[config.mk]
export PLATFORM = sky130hd
export DESIGN_NAME = exhaustive_stim_capture
export DESIGN_NICKNAME = d
export VERILOG_FILES = /design/src/rtl/exhaustive_stim_capture.sv
export SDC_FILE = /design/constraint.sdc
export NUM_CORES = 1
export LEC_CHECK = 0
export CORE_MARGIN = 2
export CORE_UTILIZATION = 45
export CTS_CLUSTER_SIZE = 12
export DETAILED_ROUTE_END_ITERATION = 12
export GPL_TIMING_DRIVEN = 0
export PLACE_DENSITY = 0.77
export SKIP_CTS_REPAIR_TIMING = 1
export SLEW_MARGIN = 20
export SYNTH_ARGS = -nofsm -noshare
export SYNTH_HDL_FRONTEND = slang
export SYNTH_SLANG_ARGS = --single-unit
[constraint.sdc]
create_clock -name CK -period 4.3 [get_ports CK]
set_input_delay 1.075 -clock CK [delete_from_list [all_inputs] [get_ports CK]]
set_output_delay 1.075 -clock CK [all_outputs]
set_load 0.005 [all_outputs]
[src/rtl/exhaustive_stim_capture.sv]
// rtl/exhaustive_stim_capture.sv - exhaustive pattern sequencer with response capture and MISR signature
module exhaustive_stim_capture #(
    parameter int               N_IN   = 4,
    parameter int               SETTLE = 1,
    parameter int               SIG_W  = 16,
    parameter logic [SIG_W-1:0] POLY   = 16'h1021
) (
    input  logic                   CK,
    input  logic                   reset,
    input  logic                   start,
    input  logic                   dut_out,
    output logic [N_IN-1:0]        N_out,
    output logic [N_IN-1:0]        pattern_idx,
    output logic                   busy,
    output logic                   done,
    output logic [(1<<N_IN)-1:0]   resp_vec,
    output logic [SIG_W-1:0]       signature
);

    localparam int P  = 1 << N_IN;
    localparam int CW = (SETTLE > 1) ? $clog2(SETTLE + 1) : 1;
    localparam logic [CW-1:0]   SETTLE_V = CW'(SETTLE);
    localparam logic [CW-1:0]   CNT_ONE  = CW'(1);
    localparam logic [N_IN-1:0] LAST_IDX = N_IN'(P - 1);

    typedef enum logic [2:0] {
        S_IDLE,
        S_APPLY,
        S_WAIT,
        S_SAMPLE,
        S_DONE
    } state_t;

    state_t          state;
    logic [CW-1:0]   cnt;
    logic            fb;

    // The pattern register doubles as the index, so the driven pattern and
    // the capture slot can never disagree.
    assign pattern_idx = N_out;
    assign fb          = signature[SIG_W-1] ^ dut_out;

    always_ff @(posedge CK) begin
        if (!reset) begin
            state     <= S_IDLE;
            N_out     <= '0;
            cnt       <= '0;
            busy      <= 1'b0;
            done      <= 1'b0;
            resp_vec  <= '0;
            signature <= '0;
        end else begin
            case (state)
                S_IDLE, S_DONE: begin
                    if (start) begin
                        resp_vec  <= '0;
                        signature <= '0;
                        N_out     <= '0;
                        busy      <= 1'b1;
                        done      <= 1'b0;
                        state     <= S_APPLY;
                    end
                end
                S_APPLY: begin
                    cnt   <= SETTLE_V;
                    state <= (SETTLE > 0) ? S_WAIT : S_SAMPLE;
                end
                S_WAIT: begin
                    cnt <= cnt - 1'b1;
                    if (cnt == CNT_ONE)
                        state <= S_SAMPLE;
                end
                S_SAMPLE: begin
                    resp_vec[N_out] <= dut_out;
                    signature       <= {signature[SIG_W-2:0], 1'b0} ^ (fb ? POLY : '0);
                    // Last pattern ends the run instead of wrapping the index.
                    if (N_out == LAST_IDX) begin
                        busy  <= 1'b0;
                        done  <= 1'b1;
                        state <= S_DONE;
                    end else begin
                        N_out <= N_out + 1'b1;
                        state <= S_APPLY;
                    end
                end
                default: state <= S_IDLE;
            endcase
        end
    end

endmodule

==> results.md <==
- Synthesis produced 236 cells.
- The post-synthesis cell type count is 35.
- The number of standard-cell rows in the floorplan is 24.
- The via count of the first global-routing pass is 1625.
- The path class of the tightest hold or removal check is reg -> reg.
- The cell sitting at the root of the clock tree is a sky130_fd_sc_hd__clkbuf_8.
- STA classifies the critical path endpoint as an output pin.
- The critical register-to-register path endpoint is resp_vec[10].
- The die outline area is 5070 µm².
- The number of I/O port buffers is 44.
- The number of placed instances, taps included is 332.
- The clock tree synthesis step divided the H-tree into 2 levels.
- The number of ports placed on the die boundary is 46.
- The run finished with clean final reports.
- On the final layout, the worst hold slack is 0.461 ns.
- The required time at the endpoint of the critical path is 3.22 ns.
- The destination of the worst hold path is resp_vec[5].
- The die is 71.2 µm tall.
- Once detail routing completed, the nets flagged for antenna violations numbered 0.
- Entering global routing, the biggest net connects 13 pins.
- The layout has 402 filler cells.
- The headroom to the max-slew limit is 0.688.
- The mapped cell area is 2030 µm².
- The fraction of synthesized area in multiplexers is 0.0837.
- The sum of negative setup slack is 0 ns.
- For this run, the top clock speed supported by timing is 405 MHz.
- Compared with the post-synthesis result, the final layout area differs by 29.4%.
- The post-place setup slack is 1.64 ns.
- Setup violations remaining at the end of the flow were counted as 0.
- The latest clock arrival within the worst-skew pair is 0.29 ns.
- STA classifies the critical path startpoint as a flop.
- The final-stage net count is 295.
- After synthesis, the cell types taking the most area are sky130_fd_sc_hd__dfxtp_1 (41%), sky130_fd_sc_hd__mux2i_1 (8.4%), sky130_fd_sc_hd__nand2_1 (6.8%).
- The worst register-to-register path has a depth of 4.
- STA puts the critical path data arrival time at 1.40 ns.
- The final route contains 1827 vias.
- The first global-routing pass estimated 7660 µm of wire.
- The top cell type by total area after synthesis is sky130_fd_sc_hd__dfxtp_1.
- Between clock sinks in the finished design, the worst skew comes to 0.00202 ns.
- In this run the most critical hold path is launched from resp_vec[5].
- The post-CTS clock slew at the launch and capture registers of the worst setup and hold paths is 0.08 ns.
- In the layout the commonest cells are sky130_fd_sc_hd__clkdlybuf4s50_1 (44), sky130_fd_sc_hd__dfxtp_1 (42), sky130_fd_sc_hd__nand2_1 (37), sky130_fd_sc_hd__nand3_1 (26), sky130_fd_sc_hd__a21oi_1 (21).
- The part of the Yosys area used for sequential elements is 0.414.
- For this block, the initial DRC count from the detailed router was 77.
- The final critical-path share of the clock period is 0.575.
- No sink is reached through more buffers than the 2 on the longest clock path.
- The count of flip-flops with a built-in enable after synthesis is 0.
- For this run, the detailed router's first-pass iteration total came to 4.
- The global route total overflow is 0.
- At the end of routability-driven placement, the weighted congestion stood at 0.823.
- The type of the worst setup path is reg -> out.
- The initial antenna violation count came to 0.
- The most used flip-flop cell after synthesis is sky130_fd_sc_hd__dfxtp_1.
- The post-synthesis compound-gate area fraction came to 0.150.
- Max-cap violations in this run came to 0.
- At the pin with the least slew margin, the transition time is 0.466 ns.
- A synthesized cell averages 8.61 µm².
- Setup repair after global routing left no endpoint under its margin.
- The library cell used most frequently in the layout, excluding fill and tap cells, is sky130_fd_sc_hd__clkdlybuf4s50_1.
- After detailed placement, the total cell area comes to 2540 µm².
- The net count after synthesis is 244.
- The simple-gate share of the synthesized area is 0.235.
- The initial utilization of the core area, before any placement, comes to 0.467.
- By area, the combinational part of the netlist is dominated by simple AND/OR/NAND/NOR gates.
- Summed over all nets, the half-perimeter wirelength after detailed placement is 3420 µm.
- Dividing the detail-routed wire length by the instance count gives 13.7 µm.
- The total power is 753 µW.
- IR analysis of the VDD net gives a maximum drop of 0.163 mV.
- The register-to-register path setup slack is 2.62 ns.
- TritonCTS built the clock tree.
- The die width is 71.2 µm.
- The finished layout holds 340 standard cells, fillers aside.
- The top cell type's share of synthesized area is 0.414.
- The share of post-route cells with drive strength above 1 is 0.101.
- The total area of sequential cells is 841 µm².
- The number of CTS-inserted buffers is 5.
- The detailed-route vias per instance is 5.37.
- The time the final worst path needs with I/O delays and setup is 2.47 ns.
- The number of synthesized register bits is 42.
- The final count of pins violating max slew is 0.
- The repair_antennas step left the layout with diodes totalling 0.
- The minimum setup slack in the final design is 1.83 ns.
- The hold violation count in the final report is 0.
- The area inside the core boundary is 4350 µm².
- The adder and majority gate portion of the synthesized area is 0.0246.
- The number of sinks handled by clock tree synthesis is 42.
- The highest net fanout along the worst path is 8.
- The final instance area is 2630 µm².
- The analysis attributes to cell leakage a power of 0.837 nW.
- The Yosys step of the flow raised 0 warnings.
- Of the total synthesized cell area, the portion taken by XOR and XNOR cells is 0.0129.
- The worst register-to-register path begins at N_out[3].
- The power per standard cell area is 287 nW/µm².
- In the global route stage, overall resource usage came out at 0.189.
- In the final layout, the multi-input gates occupy 1030 µm².
- After detailed routing, the total wire length is 4660 µm.
- The number of design rule violations left after detail routing is 0.
- The number of instances on the worst hold path is 2.
- Counting flops with an async set or reset pin after synthesis yields a share of 0.
- The post-layout utilization of the core is 0.604.
-- how the worst max path moves through the flow --
| stage | startpoint | endpoint | slack (ns) | depth (start not counted) |
|---|---|---|---|---|
| global route | N_out[0] | pattern_idx[0] | 1.74 | 2 |
| global placement | start | signature[7] | 1.67 | 6 |
| detailed placement | start | signature[14] | 1.64 | 6 |
| CTS | N_out[0] | pattern_idx[0] | 1.81 | 2 |
| finish | N_out[0] | pattern_idx[0] | 1.83 | 2 |
| floorplan | dut_out | signature[12] | 2.25 | 4 |
-- critical path: stages (launching register included) --
cell and delay [ns]:
sky130_fd_sc_hd__dfxtp_1 0.46, sky130_fd_sc_hd__buf_4 0.15, sky130_fd_sc_hd__clkdlybuf4s50_1 0.49
-- layout make-up --
class                      count  area share
clock buffer                   7      0.0328
buffer                        25      0.0547
sequential                    42       0.320
clock inverter                 1     0.00190
tap                           52      0.0248
multi-input combinational    164       0.391
inverter                       5     0.00714
timing repair buffer          44       0.168
-- power by group --
| part | total [mW] | switching [mW] | internal, mW | leakage [nW] |
|---|---|---|---|---|
| Clock | 0.260 | 0.130 | 0.130 | 0.0482 |
| Combinational | 0.0945 | 0.0552 | 0.0393 | 0.450 |
| Sequential | 0.399 | 0.00384 | 0.395 | 0.339 |
-- flip-flops by register name (all words and copies together) (netlist names) --
register,cells
N_out,4
busy,1
cnt,1
done,1
resp_vec,16
signature,16
state,3
-- synthesized netlist by cell type (all sizes together), types with 3 or more instances --
cell	number
mux2i	17
nand3	26
ha	4
clkbuf	9
a21oi	21
or3b	5
or4b	3
o21ai	3
a211oi	3
buf	16
dfxtp	42
inv	4
nand2	37
nand3b	10
o22ai	16
-- logic make-up after synthesis --
| logic type | Yosys count |
|---|---|
| AOI/OAI and AO/OA | 50 |
| xor gates and xnor gates | 3 |
| adders and majority gates | 4 |
| buffers and inverters | 30 |
| DFF | 42 |
| muxes | 17 |
| and+or+nand+nor | 90 |
-- metal layers --
layer	track usage	wire length [µm]	vias up
li1	-	-	939
met4	0.0629	59	0
met5	0	0	-
met1	0.250	2190	840
met2	0.309	2190	42
met3	0.0385	230	6
(Power assumes the default switching activity.)
